`src/rtl/audio_sample_scheduler_if.sv`:
```
// Sample ROM read bus between the scheduler (master) and the ROM (slave).
// Latency: mem_data is valid exactly one cycle after mem_rd.
// Backpressure: none; the ROM must answer every strobe on time.
interface audio_sample_scheduler_if #(
    parameter int ADDR_W = 17
);
    logic              mem_rd;
    logic [ADDR_W-1:0] mem_addr;
    logic [7:0]        mem_data;

    modport master (output mem_rd, output mem_addr, input mem_data);
    modport slave  (input mem_rd, input mem_addr, output mem_data);
endinterface

```
`src/rtl/audio_sample_scheduler.sv`:
```
// Per-period fetch of BGM/don/ka samples from a shared ROM, saturating mix, held output.
// Latency: tick in cycle T -> sample_vld_o and new sample_out_o in cycle T+8.
// Backpressure: none; the consumer must take the sample_vld_o pulse.
module audio_sample_scheduler #(
    parameter logic [13:0] CYCLE    = 14'd12500,
    parameter int          ADDR_W   = 17,
    parameter int          BGM_BASE = 0,
    parameter int          BGM_LEN  = 65536,
    parameter int          DON_BASE = 65536,
    parameter int          DON_LEN  = 2048,
    parameter int          KA_BASE  = 67584,
    parameter int          KA_LEN   = 2048
) (
    input  logic                      clk,
    input  logic                      rst_n,
    input  logic                      bgm_en_i,
    input  logic                      don_trig_i,
    input  logic                      ka_trig_i,
    audio_sample_scheduler_if.master  mem,
    output logic [7:0]                sample_out_o,
    output logic                      sample_vld_o,
    output logic                      don_busy_o,
    output logic                      ka_busy_o
);

    typedef enum logic [2:0] {
        S_IDLE, S_RD0, S_AC0, S_RD1, S_AC1, S_RD2, S_AC2, S_OUT
    } state_t;

    state_t              state_q, state_d;
    logic [13:0]         cnt_q;
    logic                tick;
    logic [2:0]          act_q;              // 0=BGM, 1=don, 2=ka
    logic [ADDR_W-1:0]   ptr_q [3];
    logic                don_pend_q, ka_pend_q;
    logic signed [9:0]   acc_q;
    logic [7:0]          sample_q;
    logic                vld_q;
    logic [ADDR_W-1:0]   addr_q;
    logic                rd_en, ac_en, out_en;
    logic [1:0]          ch;
    logic signed [9:0]   delta;
    logic signed [9:0]   mix;
    logic [7:0]          mix_sat;

    function automatic logic [ADDR_W-1:0] base_of(input logic [1:0] c);
        case (c)
            2'd0:    return ADDR_W'(BGM_BASE);
            2'd1:    return ADDR_W'(DON_BASE);
            default: return ADDR_W'(KA_BASE);
        endcase
    endfunction

    function automatic logic [ADDR_W-1:0] last_of(input logic [1:0] c);
        case (c)
            2'd0:    return ADDR_W'(BGM_LEN - 1);
            2'd1:    return ADDR_W'(DON_LEN - 1);
            default: return ADDR_W'(KA_LEN - 1);
        endcase
    endfunction

    assign tick = (cnt_q == CYCLE);

    // Frame sequencer next-state and per-state strobes; ch selects the channel being served.
    always_comb begin
        state_d = state_q;
        rd_en   = 1'b0;
        ac_en   = 1'b0;
        out_en  = 1'b0;
        ch      = 2'd0;
        case (state_q)
            S_IDLE: if (tick) state_d = S_RD0;
            S_RD0:  begin rd_en = 1'b1; ch = 2'd0; state_d = S_AC0; end
            S_AC0:  begin ac_en = 1'b1; ch = 2'd0; state_d = S_RD1; end
            S_RD1:  begin rd_en = 1'b1; ch = 2'd1; state_d = S_AC1; end
            S_AC1:  begin ac_en = 1'b1; ch = 2'd1; state_d = S_RD2; end
            S_RD2:  begin rd_en = 1'b1; ch = 2'd2; state_d = S_AC2; end
            S_AC2:  begin ac_en = 1'b1; ch = 2'd2; state_d = S_OUT; end
            S_OUT:  begin out_en = 1'b1; state_d = S_IDLE; end
            default: state_d = S_IDLE;
        endcase
    end

    // Address is only driven fresh while reading an active channel, otherwise it holds.
    assign mem.mem_rd   = rd_en & act_q[ch];
    assign mem.mem_addr = mem.mem_rd ? (base_of(ch) + ptr_q[ch]) : addr_q;

    // ROM bytes are offset-binary; re-centre to signed around 0x80.
    assign delta   = act_q[ch] ? ($signed({2'b00, mem.mem_data}) - 10'sd128) : 10'sd0;
    assign mix     = acc_q + 10'sd128;
    assign mix_sat = (mix < 10'sd0) ? 8'h00 : (mix > 10'sd255) ? 8'hFF : mix[7:0];

    // Sequencer state register.
    always_ff @(posedge clk) begin
        if (!rst_n) state_q <= S_IDLE;
        else        state_q <= state_d;
    end

    // Sample period counter; tick marks its last cycle.
    always_ff @(posedge clk) begin
        if (!rst_n)    cnt_q <= '0;
        else if (tick) cnt_q <= '0;
        else           cnt_q <= cnt_q + 14'd1;
    end

    // Channel activation at tick, pending triggers, and pointer advance after each fetch.
    always_ff @(posedge clk) begin
        if (!rst_n) begin
            act_q      <= '0;
            ptr_q[0]   <= '0;
            ptr_q[1]   <= '0;
            ptr_q[2]   <= '0;
            don_pend_q <= 1'b0;
            ka_pend_q  <= 1'b0;
        end else if (tick) begin
            act_q[0] <= bgm_en_i;
            if (!bgm_en_i) ptr_q[0] <= '0;
            if (don_pend_q || don_trig_i) begin
                act_q[1] <= 1'b1;
                ptr_q[1] <= '0;
            end
            if (ka_pend_q || ka_trig_i) begin
                act_q[2] <= 1'b1;
                ptr_q[2] <= '0;
            end
            don_pend_q <= 1'b0;
            ka_pend_q  <= 1'b0;
        end else begin
            don_pend_q <= don_pend_q | don_trig_i;
            ka_pend_q  <= ka_pend_q | ka_trig_i;
            if (ac_en && act_q[ch]) begin
                if (ptr_q[ch] == last_of(ch)) begin
                    ptr_q[ch] <= '0;
                    // BGM loops; one-shots retire at their last sample.
                    if (ch != 2'd0) act_q[ch] <= 1'b0;
                end else begin
                    ptr_q[ch] <= ptr_q[ch] + 1'b1;
                end
            end
        end
    end

    // Mix accumulator, held output sample, valid pulse and held ROM address.
    always_ff @(posedge clk) begin
        if (!rst_n) begin
            acc_q    <= '0;
            sample_q <= 8'h80;
            vld_q    <= 1'b0;
            addr_q   <= '0;
        end else begin
            addr_q <= mem.mem_addr;
            vld_q  <= out_en;
            if (ac_en) acc_q <= acc_q + delta;
            if (out_en) begin
                sample_q <= mix_sat;
                acc_q    <= '0;
            end
        end
    end

    assign sample_out_o = sample_q;
    assign sample_vld_o = vld_q;
    assign don_busy_o   = act_q[1];
    assign ka_busy_o    = act_q[2];

endmodule

```
`src/flat_wrapper.sv`:
```
// flat-port wrapper written by rule: the top's interface ports become plain ports
module audio_sample_scheduler_flat 
#(
    parameter logic [13:0] CYCLE    = 14'd12500,
    parameter int          ADDR_W   = 17,
    parameter int          BGM_BASE = 0,
    parameter int          BGM_LEN  = 65536,
    parameter int          DON_BASE = 65536,
    parameter int          DON_LEN  = 2048,
    parameter int          KA_BASE  = 67584,
    parameter int          KA_LEN   = 2048
)
  (clk, rst_n, bgm_en_i, don_trig_i, ka_trig_i, sample_out_o, sample_vld_o, don_busy_o, ka_busy_o, mem_mem_rd, mem_mem_addr, mem_mem_data);
  audio_sample_scheduler_if #(.ADDR_W(ADDR_W)) mem_i ();
  input  logic clk;
  input  logic rst_n;
  input  logic bgm_en_i;
  input  logic don_trig_i;
  input  logic ka_trig_i;
  output logic [7:0] sample_out_o;
  output logic sample_vld_o;
  output logic don_busy_o;
  output logic ka_busy_o;
  output wire logic [$bits(mem_i.mem_rd)-1:0] mem_mem_rd;
  output wire logic [$bits(mem_i.mem_addr)-1:0] mem_mem_addr;
  input wire logic [$bits(mem_i.mem_data)-1:0] mem_mem_data;
  assign mem_mem_rd = mem_i.mem_rd;
  assign mem_mem_addr = mem_i.mem_addr;
  assign mem_i.mem_data = mem_mem_data;
  audio_sample_scheduler #(.CYCLE(CYCLE), .ADDR_W(ADDR_W), .BGM_BASE(BGM_BASE), .BGM_LEN(BGM_LEN), .DON_BASE(DON_BASE), .DON_LEN(DON_LEN), .KA_BASE(KA_BASE), .KA_LEN(KA_LEN)) u_core (.clk(clk), .rst_n(rst_n), .bgm_en_i(bgm_en_i), .don_trig_i(don_trig_i), .ka_trig_i(ka_trig_i), .mem(mem_i), .sample_out_o(sample_out_o), .sample_vld_o(sample_vld_o), .don_busy_o(don_busy_o), .ka_busy_o(ka_busy_o));
endmodule
```
`config.mk`:
```
export PLATFORM = sky130hd
export DESIGN_NAME = audio_sample_scheduler_flat
export DESIGN_NICKNAME = d
export VERILOG_FILES = /design/src/rtl/audio_sample_scheduler_if.sv /design/src/rtl/audio_sample_scheduler.sv /design/src/flat_wrapper.sv
export SDC_FILE = /design/constraint.sdc
export NUM_CORES = 1
export LEC_CHECK = 0
export CORE_ASPECT_RATIO = 1.1
export CORE_MARGIN = 5
export CORE_UTILIZATION = 52
export DETAILED_ROUTE_END_ITERATION = 7
export GPL_TIMING_DRIVEN = 0
export PLACE_DENSITY_LB_ADDON = 0.08
export SLEW_MARGIN = 40
export SYNTH_ARGS = -nofsm -noshare
export SYNTH_HDL_FRONTEND = slang
export SYNTH_SLANG_ARGS = --single-unit
```
`constraint.sdc`:
```
create_clock -name clk -period 3.25 [get_ports clk]
set_input_delay 0.65 -clock clk [delete_from_list [all_inputs] [get_ports clk]]
set_output_delay 0.65 -clock clk [all_outputs]
set_load 0.05 [all_outputs]
```
=== Word-level counts from Yosys, hierarchy flattened ===
Memories as Yosys holds them, arrays and structs flattened.
Cells that the tools add are included.

* Memory bits (writable): 51
* Output and inout bits: 29
* Register bits after elaboration: 58
* Memories kept: 1
* Logic and storage cells: 120
* Bits of input ports: 13

* Bitwise logic cells: 10
* Add/sub/neg operators: 6
* Reduce and logical (&&, ||, !) cells: 20
* Eq/ne operators: 13
* Muxes and demuxes: 55
* Magnitude comparators: 4

{| class="wikitable"
|+ Memory list
! memory !! depth !! bits a word !! read ports !! clocked after Yosys merged registers in !! wr ports !! RTL line !! text
|-
| u_core.ptr_q || 3 || 17 || 1 || 0 || 3 || audio_sample_scheduler.sv:34 || <nowiki>logic [ADDR_W-1:0] ptr_q [3];</nowiki>
|}

{| class="wikitable"
|+ Operators by type and width
! operator !! count
|-
| 2-to-1 mux 17 bit || 9
|-
| one-hot mux 17 bit (2 select lines) || 1
|-
| 2-to-1 mux 1 bit || 31
|-
| one-hot mux 3 bit (8 select lines) || 1
|-
| adder 17 x 1 -> 17 bit, second input constant || 1
|-
| adder 17 bit || 1
|-
| equality test 17 bit || 1
|-
| OR reduction 17 bit || 1
|-
| 2-to-1 mux 16 bit || 1
|-
| 2-to-1 mux 8 bit || 2
|-
| 2-to-1 mux 3 bit || 5
|-
| adder 14 x 1 -> 14 bit, second input constant || 1
|-
| equality test 14 bit, second input constant || 1
|-
| equality test 3 bit, second input constant || 4
|-
| adder 10 bit || 1
|-
| adder 10 x 9 -> 10 bit, second input constant || 1
|-
| > comparator 10 x 9 -> 1 bit, second input constant || 1
|-
| < comparator 10 x 1 -> 1 bit, second input constant || 1
|-
| 2-to-1 mux 10 bit || 1
|-
| subtractor 8 x 8 -> 9 bit, second input constant || 1
|-
| AND reduction 4 bit || 2
|-
| nonzero test 2 bit || 4
|-
| OR reduction 2 bit || 4
|-
| equality test 3 x 2 -> 1 bit, second input constant || 2
|-
| other kinds (21) || 30
|}

=== Logic depth before layout (Yosys ltp) ===
Gate-level depths: netlist (run 1).

* Depth after elaboration: 18
* Mapped depth: 15
* Mapped depth without buffers: 13

=== Worst setup path before layout (run 1) ===
No wires, ideal clock.

* Kind: reg2out
* From: register u_core.state_q[0]
* To: output mem_mem_addr[15]
* Arrival: 3.134 ns
* Buffers on the path: 2
* Stages on the path, launching flop included: 12
* Slack: -0.534 ns
* Path through: dfxtp_1 -> buf_6 -> or3b_1 -> and2_4 -> buf_6 -> o221ai_1 -> inv_2 -> ha_1 -> ha_1 -> nand3_1 -> xor2_1 -> o21ai_0

* Longest elaborated chain between the ends: 7
* Elaborated cells between the ends (all ways): 19

{| class="wikitable"
|+ RTL lines
! item !! RTL line !! text
|-
| start: declaration || audio_sample_scheduler.sv:30 || <nowiki>state_t state_q, state_d;</nowiki>
|-
| start signal: assignment || audio_sample_scheduler.sv:96 || <nowiki>else state_q <= state_d;</nowiki>
|-
| equality test 3 bit / equality test 3 x 2 -> 1 bit (equally long branches) || audio_sample_scheduler.sv:71 || <nowiki>case (state_q)</nowiki>
|-
| OR reduction 2 bit (no line) || n/a ||
|-
| one-hot mux 2 bit (2 select lines) || audio_sample_scheduler.sv:71 ||
|-
| equality test 2 x 1 -> 1 bit (tied with other cells) || audio_sample_scheduler.sv:47 || <nowiki>case (c)</nowiki>
|-
| one-hot mux 17 bit (2 select lines) / 2-to-1 mux 1 bit (equally long branches) || audio_sample_scheduler.sv:47, audio_sample_scheduler.sv:85 ||
|-
| adder 17 bit / bitwise AND 1 bit (equally long branches) || audio_sample_scheduler.sv:86, audio_sample_scheduler.sv:85 ||
|-
| 2-to-1 mux 17 bit (*) || audio_sample_scheduler.sv:86 || <nowiki>assign mem.mem_addr = mem.mem_rd ? (base_of(ch) + ptr_q[ch]) : addr_q;</nowiki>
|-
| end: declaration || flat_wrapper.sv:25 || <nowiki>output wire logic [$bits(mem_i.mem_addr)-1:0] mem_mem_addr;</nowiki>
|}

Mark *: on every way between the ends. The rest lies on a longest branch, timed or not. The select of a mux whose other input is x is not followed.

=== Worst setup path in the final report (run 1) ===
* From: register u_core.state_q[0]
* To: register u_core.acc_q[9]

* Longest elaborated chain between the ends: 7
* Elaborated cells between the ends (all ways): 17

{| class="wikitable"
|+ RTL lines
! item !! RTL line !! text
|-
| equality test 3 bit / equality test 3 x 2 -> 1 bit (equally long branches) || audio_sample_scheduler.sv:71 ||
|-
| OR reduction 2 bit (no line) || n/a ||
|-
| one-hot mux 2 bit (2 select lines) || audio_sample_scheduler.sv:71 ||
|-
| binary-select mux 1 bit (select 2 bit) || audio_sample_scheduler.sv:89 || <nowiki>assign delta = act_q[ch] ? ($signed({2'b00, mem.mem_data}) - 10'sd128) : 10'sd0;</nowiki>
|-
| 2-to-1 mux 1 bit (not written as such) || audio_sample_scheduler.sv:89 ||
|-
| 2-to-1 mux 10 bit || audio_sample_scheduler.sv:89 ||
|-
| adder 10 bit || audio_sample_scheduler.sv:153 || <nowiki>if (ac_en) acc_q <= acc_q + delta;</nowiki>
|-
| end signal: assignment || audio_sample_scheduler.sv:153 ||
|-
| end: declaration || audio_sample_scheduler.sv:36 || <nowiki>logic signed [9:0] acc_q;</nowiki>
|}

Several ways; a longest one is shown, not always the timed one. The select of a mux whose other input is x is not followed.
A chain may end at the register's enable or synchronous reset.

==> impl_metrics.toml, run 1 <==
[place]
placedCellCount = 755
numPortBuffers = 40
dpl-instance-area_um2 = 6130
gp_congestion = 0.853
place_hpwl_mm = 9.40
dp_worst_setup_slack_ps = -1240

[floorplan]
ios = 42
die_y_um = 118
die_area_um2 = 12700
core_um2 = 10400
rows = 39
initial_utilization = 0.529
die_w_um = 108

[sta]
worst_slew_pin_slew_ps = 741
min_period_ps = 3270
post-route-period-util = 1.01
slew_violations = 0
holdWs_ps = 452
setup_ws_ps = -19.9
setup_violations = 1
fin_skew_ps = 7.99
relSlewSlack = 0.506
rsz0062_at_grt = "true"
max_freq_mhz = 306
finalHoldViolations = 0

[outcome]
status = "complete, but fails checks"
violations = "negative setup slack"

[clock_tree]
cts.sinks = 109
cts_tree = "done"
cts_buffer_depth = 2
clk_pin_slew_ps = 70
cts_root_buf = "clkbuf_16"
cts_buffers = 9
clock_latency_ps = 350
cts_hold_buf = 0
cts_max_level = 3

[critical_path]
worst_path_largest_cell_delay_ps = 480
crit_slowest_cell = "or4_1"
rrSetupSlack_ps = -20
critPathBufInv = 3
end_kind = "flop"
worstPathArrival_ps = 3550
cp_cell_sequence = "buf_6 > xor2_4 > clkbuf_8 > and3_4 > a221o_2 > buf_6 > and2_4 > ha_4 > a21o_1 > a21oi_2 > o21ai_2 > a31o_2 > o21a_1 > or4_1 > a21oi_2"
r2r-end = "u_core.acc_q[9]"
regToRegStartpoint = "u_core.state_q[0]"
criticalPathCategory = "flop to flop"
path_max_fanout = 8
cp.required_ps = 3530
cp_top_family = "compound AO/OA/AOI/OAI gates"
start_kind = "flop"
rr_worst_depth = 15

[global_routing]
grt_max_degree = 18
antenna_found_initial = 0
track_usage = 0.228
grt_pass1_wl_mm = 22.5
grt_pass1_vias = 4324
grt_overflow = 0

[power]
power_w = 0.00263
irDropWorstVdd_uv = 244
cellPowerDensity_nw_per_um2 = 380
power.leakage_nw = 2.60

[synth]
synth_nets = 594
syn_area_per_cell_um2 = 9.73
synth_edf_count = 51
synth.most_common_cell = "nor2_1"
synth_common_cells = "87 x nor2_1, 84 x nand2_1, 58 x dfxtp_1"
synth_cell_type_count = 58
yosys_warnings = 0
ys_seq_area_frac = 0.490
async_flop_share = 0
yosys_register_bits = 109
synth_ff_type = "dfxtp_1"
synth_area_leader_cell = "edfxtp_1"
netlist_top_cells_area = "edfxtp_1 28%, dfxtp_1 21%, nor2_1 5.9%"
yosysTopAreaCellShare = 0.278
netlist_instances = 565
syn-cell-area_um2 = 5500

[cells_and_area]
fin_nets = 681
final_area_um2 = 6910
final_cells = 800
diodes = 0
area_growth_syn_to_layout_pct = 25.7
drive_gt1_frac = 0.239

[hold_path]
min_path_cells = 2
worstHoldEndpoint = "u_core.sample_out_o[5]"
worstHoldPathType = "flop to flop"
hold_path.startpoint = "u_core.sample_out_o[5]"

[route]
firstDrtPassIters = 5
viasPerCell = 5.56
num_vias = 4446
wire_per_inst_um = 17.6
drc = 0
ant_nets = 0
drt_iter0_drc = 320
wl_mm = 14.1

[flow_run]
drv_cap = 0
-- where the power goes --
group / switching (W) / total [W] / leakage (nW) / internal (W)
Combinational: 0.0000690 / 0.000117 / 1.46 / 0.0000478
Sequential: 0.0000123 / 0.00147 / 0.997 / 0.00146
Clock: 0.000484 / 0.00104 / 0.144 / 0.000556
-- metal layers --
layer	routed length (um)	global-route usage
met4	324	0.0931
met1	5690	0.286
met5	0	0
met3	816	0.0307
met2	7220	0.390
-- worst max path at each step --
| stage | slack (ps) | end | startpoint | cells past startpoint |
|---|---|---|---|---|
| after global routing | -130 | u_core.acc_q[9] | u_core.state_q[0] | 15 |
| after CTS | -70 | u_core.acc_q[9] | u_core.state_q[1] | 15 |
| final | -20 | u_core.acc_q[9] | u_core.state_q[0] | 15 |
| after floorplan | -140 | mem_mem_addr[15] | u_core.state_q[0] | 11 |
| after detailed placement | -1240 | mem_mem_addr[12] | u_core.state_q[2] | 10 |
| after global placement | -1200 | mem_mem_addr[12] | u_core.state_q[2] | 10 |
-- cell usage in the layout, fill, tap and decap left out, types with 12 or more instances in the layout --
cell type / Yosys / layout
a21oi_1: 17 / 12
and2_1: 24 / 21
buf_4: 3 / 45
buf_6: 6 / 14
clkdlybuf4s50_1: 0 / 22
dfxtp_1: 58 / 55
edfxtp_1: 51 / 51
nand2_1: 84 / 80
nand3_1: 19 / 14
nand3b_1: 17 / 17
nor2_1: 87 / 86
nor3_1: 16 / 15
xnor2_1: 27 / 24
-- metrics by stage --
step / setup TNS [ps] / util
final: -19.9 / 0.665
after global routing: -592 / 0.665
after CTS: -170 / 0.642
after detailed placement: -52200 / 0.590
after global placement: -62310 / 0.585
after floorplan: -268 / -
-- kinds of logic (layout without fill, tap and decap cells) --
group / after synthesis / in the layout / synth area share
adder cells (fa/ha/maj): 16 / 16 / 0.0378
buffers and inverters: 37 / 129 / 0.0364
flip-flops: 109 / 109 / 0.490
multiplexers: 3 / 3 / 0.00569
AO/OA/AOI/OAI: 82 / 82 / 0.124
AND/OR/NAND/NOR: 281 / 281 / 0.244
XOR/XNOR: 37 / 37 / 0.0623
-- sequential cells by signal, indices dropped and copies added (netlist names) --
name	flops
u_core.acc_q	10
u_core.act_q	3
u_core.addr_q	17
u_core.cnt_q	14
u_core.don_pend_q	1
u_core.ka_pend_q	1
u_core.ptr_q	51
u_core.sample_out_o	8
u_core.sample_vld_o	1
u_core.state_q	3
-- timing repair --
item | in CTS | in global routing
pin swaps | 11 | 17
hold endpoints to repair | 0 | 0
setup endpoints to repair | 77 | 72
gates resized for setup | 147 | 41
buffers inserted | 21 | 11
-- final cells by class --
type,count,area [um^2]
Fill cell,837,3480
Multi-Input combinational cell,419,2870
Sequential cell,109,2700
Timing Repair Buffer,79,659
Clock buffer,11,253
Buffer,25,189
Tap cell,143,179
Inverter,9,33.8
Clock inverter,5,26.3
-- worst min-delay path, delay by kind of cell, from the launching register on --
family	cells	cell delay, ps
compound gates	1	50
simple gates	1	40
flops	1	320
Note: power is estimated with default switching activity, not from simulation.
==> run 2, diff against run 1 <==
--- a/config.mk
+++ b/config.mk
@@ -5,6 +5,7 @@
 export SDC_FILE = /design/constraint.sdc
 export NUM_CORES = 1
 export LEC_CHECK = 0
+export CAP_MARGIN = 20
 export CORE_ASPECT_RATIO = 1.1
 export CORE_MARGIN = 5
 export CORE_UTILIZATION = 52
==> results of run 2 <==
No change in the layout: final DEF, timing and power equal those of run 1.
